File: src/rtl/cdb_arbiter.sv
// Common data bus arbiter: grants up to NUM_CDB finished FU results per cycle
// in rotating-priority order and broadcasts them on registered CDB lanes.
module cdb_arbiter #(
  parameter int NUM_REQ   = 4,
  parameter int NUM_CDB   = 2,
  parameter int ROB_IDX_W = 5,
  parameter int RD_W      = 5,
  parameter int DATA_LEN  = 32,
  localparam int SRC_W    = (NUM_REQ > 1) ? $clog2(NUM_REQ) : 1
) (
  input  logic                                clk,
  input  logic                                rst,
  input  logic                                flush,
  input  logic [NUM_REQ-1:0]                  req_valid,
  input  logic [NUM_REQ-1:0][ROB_IDX_W-1:0]   req_robid,
  input  logic [NUM_REQ-1:0][RD_W-1:0]        req_rd,
  input  logic [NUM_REQ-1:0][DATA_LEN-1:0]    req_data,
  output logic [NUM_REQ-1:0]                  req_ready,
  output logic [NUM_CDB-1:0]                  cdb_valid,
  output logic [NUM_CDB-1:0][ROB_IDX_W-1:0]   cdb_robid,
  output logic [NUM_CDB-1:0][RD_W-1:0]        cdb_rd,
  output logic [NUM_CDB-1:0][DATA_LEN-1:0]    cdb_data,
  output logic [NUM_CDB-1:0][SRC_W-1:0]       cdb_src,
  output logic [SRC_W-1:0]                    rr_ptr_o
);

  if (NUM_CDB < 1 || NUM_CDB > NUM_REQ) begin : g_bad_num_cdb
    $error("cdb_arbiter: NUM_CDB must be in 1..NUM_REQ");
  end

  // Handshake: a result moves from FU i when req_valid[i] && req_ready[i];
  // the FU holds valid and payload until granted, nothing is buffered here.

  logic [SRC_W-1:0]                  rr_ptr_q, rr_ptr_d;
  logic [NUM_REQ-1:0]                grant;
  logic [NUM_CDB-1:0]                lane_vld;
  logic [NUM_CDB-1:0][SRC_W-1:0]     lane_src;
  logic [SRC_W-1:0]                  last_src;
  int                                cnt;
  int                                idx;

  logic [NUM_CDB-1:0]                cdb_valid_q;
  logic [NUM_CDB-1:0][ROB_IDX_W-1:0] cdb_robid_q;
  logic [NUM_CDB-1:0][RD_W-1:0]      cdb_rd_q;
  logic [NUM_CDB-1:0][DATA_LEN-1:0]  cdb_data_q;
  logic [NUM_CDB-1:0][SRC_W-1:0]     cdb_src_q;

  // Circular scan from rr_ptr; the k-th valid requester found takes lane k.
  always_comb begin
    grant    = '0;
    lane_vld = '0;
    lane_src = '0;
    last_src = rr_ptr_q;
    cnt      = 0;
    idx      = 0;
    if (!rst && !flush) begin
      for (int k = 0; k < NUM_REQ; k++) begin
        idx = (int'(rr_ptr_q) + k) % NUM_REQ;
        if (req_valid[idx] && cnt < NUM_CDB) begin
          grant[idx]    = 1'b1;
          lane_vld[cnt] = 1'b1;
          lane_src[cnt] = SRC_W'(idx);
          last_src      = SRC_W'(idx);
          cnt           = cnt + 1;
        end
      end
    end
  end

  always_comb begin
    rr_ptr_d = rr_ptr_q;
    if (|grant) begin
      rr_ptr_d = SRC_W'((int'(last_src) + 1) % NUM_REQ);
    end
  end

  always_ff @(posedge clk) begin
    if (rst) begin
      rr_ptr_q <= '0;
    end else begin
      rr_ptr_q <= rr_ptr_d;
    end
  end

  // Idle lanes only clear valid; their payload keeps the last broadcast.
  always_ff @(posedge clk) begin
    if (rst) begin
      cdb_valid_q <= '0;
      cdb_robid_q <= '0;
      cdb_rd_q    <= '0;
      cdb_data_q  <= '0;
      cdb_src_q   <= '0;
    end else begin
      cdb_valid_q <= lane_vld;
      for (int k = 0; k < NUM_CDB; k++) begin
        if (lane_vld[k]) begin
          cdb_robid_q[k] <= req_robid[lane_src[k]];
          cdb_rd_q[k]    <= req_rd[lane_src[k]];
          cdb_data_q[k]  <= req_data[lane_src[k]];
          cdb_src_q[k]   <= lane_src[k];
        end
      end
    end
  end

  assign req_ready = grant;
  assign cdb_valid = cdb_valid_q;
  assign cdb_robid = cdb_robid_q;
  assign cdb_rd    = cdb_rd_q;
  assign cdb_data  = cdb_data_q;
  assign cdb_src   = cdb_src_q;
  assign rr_ptr_o  = rr_ptr_q;

endmodule

File: config.mk
export PLATFORM = sky130hd
export DESIGN_NAME = cdb_arbiter
export DESIGN_NICKNAME = d
export VERILOG_FILES = /design/src/rtl/cdb_arbiter.sv
export SDC_FILE = /design/constraint.sdc
export NUM_CORES = 1
export LEC_CHECK = 0
export ABC_CLOCK_PERIOD_IN_PS = 6300
export BUFFER_PORTS_ARGS = -buffer_cell sky130_fd_sc_hd__buf_2
export CORE_AREA = 8 8 132 134
export CTS_CLUSTER_DIAMETER = 80
export DETAILED_ROUTE_END_ITERATION = 10
export DIE_AREA = 0 0 140 142
export GPL_ROUTABILITY_DRIVEN = 0
export HOLD_SLACK_MARGIN = 0.1
export PLACE_DENSITY_LB_ADDON = 0.05
export SYNTH_ARGS = -nofsm -noshare
export SYNTH_HDL_FRONTEND = slang
export SYNTH_SLANG_ARGS = --single-unit
File: constraint.sdc
create_clock -name clk -period 6.3 [get_ports clk]
set_input_delay 0.315 -clock clk [delete_from_list [all_inputs] [get_ports clk]]
set_output_delay 0.315 -clock clk [all_outputs]
set_load 0.03 [all_outputs]
# Word-level counts from Yosys, hierarchy flattened
# Index checks and enable logic that the tools add are counted.
[classes]
addsub = 6
order_cmp = 19
muxes = 80
bitwise_logic = 9
n_reduce_logical = 17
[ops]
columns = ["cell", "n"]
rows = [
  ["two-way mux 32 bit", 7],
  ["< comparator 32 x 3 -> 1 bit, second input constant", 6],
  ["binary-select mux 32 bit (select 2 bit)", 2],
  ["greater-or-equal comparator 32 x 1 -> 1 bit, second input constant", 3],
  ["adder 32 x 2 -> 32 bit, second input constant", 2],
  ["two-way mux 4 bit", 14],
  ["binary-select mux 5 bit (select 2 bit)", 4],
  ["two-way mux 2 bit", 15],
  ["two-way mux 5 bit", 4],
  ["two-way mux 1 bit", 17],
  ["bitwise mux 4 bit", 3],
  ["< comparator 3 x 4 -> 1 bit, second input constant", 3],
  ["OR 4 bit", 3],
  ["logical AND 1 bit", 11],
  ["greater-or-equal comparator 3 x 1 -> 1 bit, second input constant", 3],
  ["< comparator 2 x 3 -> 1 bit, second input constant", 3],
  ["binary-select mux 1 bit (select 2 bit)", 4],
  ["demux 1 bit (select 2 bit)", 4],
  ["demux 2 bit (select 1 bit)", 3],
  ["OR reduction 2 bit", 3],
  ["adder 2 x 1 -> 2 bit, second input constant", 2],
  ["adder 2 bit, second input constant", 2],
  ["OR 2 bit", 2],
  ["OR reduction 4 bit", 1],
  ["other kinds (5)", 10],
]
[totals]
reg_bits = 92
in_bits = 175
out_inout_bits = 96
word_cells = 141

# Depth between registers and ports, before layout
[logic_depth]
word_depth = 22
ltp_mapped = 22

# Least setup slack after synthesis
# No wires, ideal clock.
[synth_path]
path_type = "reg-to-reg"
from = "register rr_ptr_q[0], in the netlist rr_ptr_o[0]"
to = "register cdb_data_q (netlist bit cdb_data[45])"
setup_time_ps = 122
arrival_ps = 5607
slack_ps = 571
path_stages_with_launch = 22
n_path_buf = 7
cell_sequence = "dfxtp_1 -> buf_2 -> buf_2 -> buf_1 -> inv_1 -> ha_1 -> buf_6 -> mux4_2 -> buf_6 -> ha_1 -> or2_2 -> o22ai_1 -> fa_1 -> inv_1 -> nor3_1 -> a21o_1 -> o21a_1 -> buf_2 -> nor2_8 -> buf_12 -> mux2_2 -> a221o_1"
[synth_between]
elab_chain_len = 21
[synth_lines]
columns = ["item", "line_no", "source"]
rows = [
  ["from (decl)", "34", "logic [SRC_W-1:0] rr_ptr_q, rr_ptr_d;"],
  ["from (signal assigned)", "81", "rr_ptr_q <= rr_ptr_d;"],
  ["binary-select mux 1 bit (select 2 bit)", "59", "if (req_valid[idx] && cnt < NUM_CDB) begin"],
  ["two-way mux 1 bit (not written as such)", "59", ""],
  ["two-way mux 1 bit", "59", ""],
  ["two-way mux 32 bit", "56", "if (!rst && !flush) begin"],
  ["< comparator 32 x 3 -> 1 bit", "59, 61, 62", ""],
  ["logical AND 1 bit", "59", ""],
  ["two-way mux 32 bit", "59", ""],
  ["two-way mux 32 bit", "56", ""],
  ["(+5 left out)", "--", ""],
  ["logical AND 1 bit (not written as such)", "61, 62", ""],
  ["two-way mux 2 bit (not written as such)", "62", "lane_src[cnt] = SRC_W'(idx);"],
  ["demux 2 bit (select 1 bit)", "62", ""],
  ["bitwise mux 4 bit", "62", ""],
  ["two-way mux 4 bit", "59", ""],
  ["two-way mux 4 bit", "56", ""],
  ["binary-select mux 32 bit (select 2 bit)", "99", "cdb_data_q[k] <= req_data[lane_src[k]];"],
  ["two-way mux 32 bit (not written as such)", "99", ""],
  ["to (signal, indexed assignment)", "99", ""],
  ["to (decl)", "45", "logic [NUM_CDB-1:0][DATA_LEN-1:0] cdb_data_q;"],
]
# Several ways; a longest one is shown, not always the timed one. The select of a mux whose other input is x is not followed.
# A chain may end at the register's enable or synchronous reset.

# Worst setup path in the final report
[layout_path]
from = "register rr_ptr_q[1], in the netlist rr_ptr_o[1]"
to = "register cdb_data_q (netlist bit cdb_data[48])"
# The elaborated chain is that of the path after synthesis.

==> results.yml <==
synth:
  ys_warn_count: 0
  ys_types: 52
  synthCells: 627
  synth_seq_cells: 92
  ys_seq_area_share_pct: 30.8
  ys_async_sr_fraction_pct: 0
  ys.flop_type: "dfxtp_1"
  avgSynthCellArea_um2: 9.53
  syn_nets: 815
  synth_edf_count: 0
  synth.cell_area_mm2: 0.00598
placement:
  portBuffers: 270
  dpl.hpwl_um: 17200
  place_ws_ns: 0.339
floorplanning:
  fp.coreArea_mm2: 0.0154
  die_w_um: 140
  start_util_pct: 38.8
  pin_count: 271
  rows: 46
  chipHeight_um: 142
  dieArea_mm2: 0.0199
grt:
  grt_max_degree: 86
  grt_overflow: 0
  grt_pass1_vias: 6613
  antenna_found_initial: 4
  grt_pass1_wl_um: 35700
  track_usage_pct: 22.4
detailed_routing:
  via_per_inst: 5.81
  antenna_left: 0
  drtIter0Drc: 354
  drcViolationCount: 0
  wirelength_um: 23500
  wire_per_inst_um: 22.0
  drt-pass1-iter-count: 5
  vias: 6214
cts:
  cts_tree: "done"
  cts_resized: 0
  clk_path_buf_depth: 2
  cts_buffers: 9
  cts_root_buffer: "clkbuf_16"
  path_clk_slew_ns: 0.07
  cts_setup_buffers: 0
  hold_buffers: 0
  cts_htree_levels: 3
  cts.sink_count: 92
  clock_latency_ns: 0.35
sta:
  fin_setup_tns_ns: 0
  hold_viol_final: 0
  worst_pin_slew_ns: 1.04
  rsz0062_at_grt: "no"
  worst_slack_ns: 0.456
  skew_ns: 0.00823
  fmaxAchievable_ghz: 0.171
  period_needed_ns: 5.84
  slew_headroom_pct: 30.4
  period_share_pct: 92.8
  drv_slew: 0
  setup_viol: 0
final_layout:
  fin_nets: 1058
  drive_gt1_share_pct: 38.9
  area_delta_synth_final_pct: 30.0
  fillers: 1494
critical_path:
  crit_fanout: 21
  critPathKind: "reg -> reg"
  end_kind: "register"
  critPathLaunchType: "register"
  required_ns: 6.50
  cp.arrival_ns: 6.04
run:
  drv_cap: 0
outcome:
  status: "finished clean"
power_and_ir_drop:
  leakage_uw: 0.00431
  irDropWorstVdd_v: 0.000266
  p_per_area_mw_per_mm2: 588
min_path:
  hold_class: "in -> reg"
-- state kept, by name (all words and copies together) (netlist names) --
signal     flops
cdb_rd        10
cdb_data      64
rr_ptr_o       2
cdb_valid      2
cdb_src        4
cdb_robid     10
-- stage by stage --
stage                     power (uW)  cells  utilization (%)  hold WS, ns  cell area, um^2
after floorplan                 3150    627                -        0.500             5980
after global placement          3920   1050             48.2        0.429             7440
after detailed placement        3960   1050             48.2        0.437             7440
after CTS                       4570   1065             50.3        0.266             7750
after global routing            4840   1068             50.4        0.274             7770
final                           4570   1070             50.4        0.271             7770
-- cell families (layout without fill, tap and decap cells) --
kind of cell               after synthesis  after routing  share of synthesized area (%)
muxes                                  171            171                           29.6
adders and majority gates               13             13                           2.85
and+or+nand+nor                        122            123                           9.31
buffers and inverters                   60            306                           5.99
DFF                                     92             92                           30.8
xor gates and xnor gates                 1              1                          0.147
AOI/OAI and AO/OA                      168            168                           21.3
other                                    0              4                              0
-- power by group --
group	switching (uW)	leakage, uW	internal (uW)
clock	245	0.000156	357
combinational	1850	0.00339	1060
sequential	179	0.000756	876
total	2280	0.00431	2290
-- cell usage after synthesis, types with 6 or more instances --
cell type / number / share of area, %
a32oi_1: 18 / 2.6
buf_4: 6 / 0.75
o21ai_0: 28 / 2.3
ha_1: 12 / 2.5
dfxtp_1: 92 / 31
nand3_1: 12 / 1.0
mux2_2: 26 / 4.9
nor2_1: 14 / 0.88
buf_2: 12 / 1.0
inv_1: 8 / 0.50
clkbuf_1: 24 / 1.5
a22oi_1: 6 / 0.75
a221o_1: 9 / 1.5
mux2i_1: 143 / 24
o221ai_1: 62 / 9.1
a21oi_1: 17 / 1.4
nand2_1: 74 / 4.6
-- worst max-delay path: stages (launching register included) --
cell	delay, ns
dfxtp_1	0.75
inv_1	0.20
ha_1	0.53
mux4_2	0.70
ha_1	0.33
or2_2	0.31
o22ai_1	0.11
buf_4	0.18
fa_1	0.49
inv_1	0.14
nor3_1	0.08
a21o_1	0.18
o21a_1	0.38
nor2_8	0.48
buf_4	0.42
mux2i_1	0.25
o221ai_1	0.12
-- cell usage in the layout, fill, tap and decap left out, drive strengths merged, types with 3 or more instances in the layout --
cell	count
buf	283
mux2i	143
dfxtp	92
nand2	74
o221ai	62
o21ai	33
mux2	26
a32oi	18
a21oi	17
nor2	16
nand3	12
ha	12
clkbuf	11
a221o	9
inv	8
a22oi	6
diode	4
or2	4
o22ai	4
nand2b	3
nor3b	3
-- path summary, 6_finish.rpt --
path | to | cells past startpoint | startpoint | slack (ns)
max | cdb_data[48]$_SDFFE_PP0P_ | 16 | rr_ptr_o[1]$_SDFFE_PP0P_ | 0.46
min | cdb_data[54]$_SDFFE_PP0P_ | 3 | req_data[118] | 0.27
max reg2reg | cdb_data[48]$_SDFFE_PP0P_ | 16 | rr_ptr_o[1]$_SDFFE_PP0P_ | 0.46
min reg2reg | cdb_src[3]$_SDFFE_PP0P_ | 2 | cdb_src[3]$_SDFFE_PP0P_ | 0.45
-- area by class of cell --
cell class | instances | area (um^2) | area share, %
diodes | 4 | 10.0 | 0.129
clock buffers | 11 | 243 | 3.12
clock inverters | 4 | 73.8 | 0.950
inverters | 8 | 30.0 | 0.386
multi-input cells | 476 | 3850 | 49.5
flip-flops and latches | 92 | 1840 | 23.7
well taps | 192 | 240 | 3.09
repair buffers | 283 | 1490 | 19.1
-- per-layer routing --
layer  vias up  global-route usage, %  routed length, um
met4         0                   7.60                450
met5         -                      0                  0
met3        28                   6.88               1850
met2       254                   39.5              11600
li1       2927                      -                  -
met1      3005                   25.3               9640
Note: power is estimated with default switching activity, not from simulation.
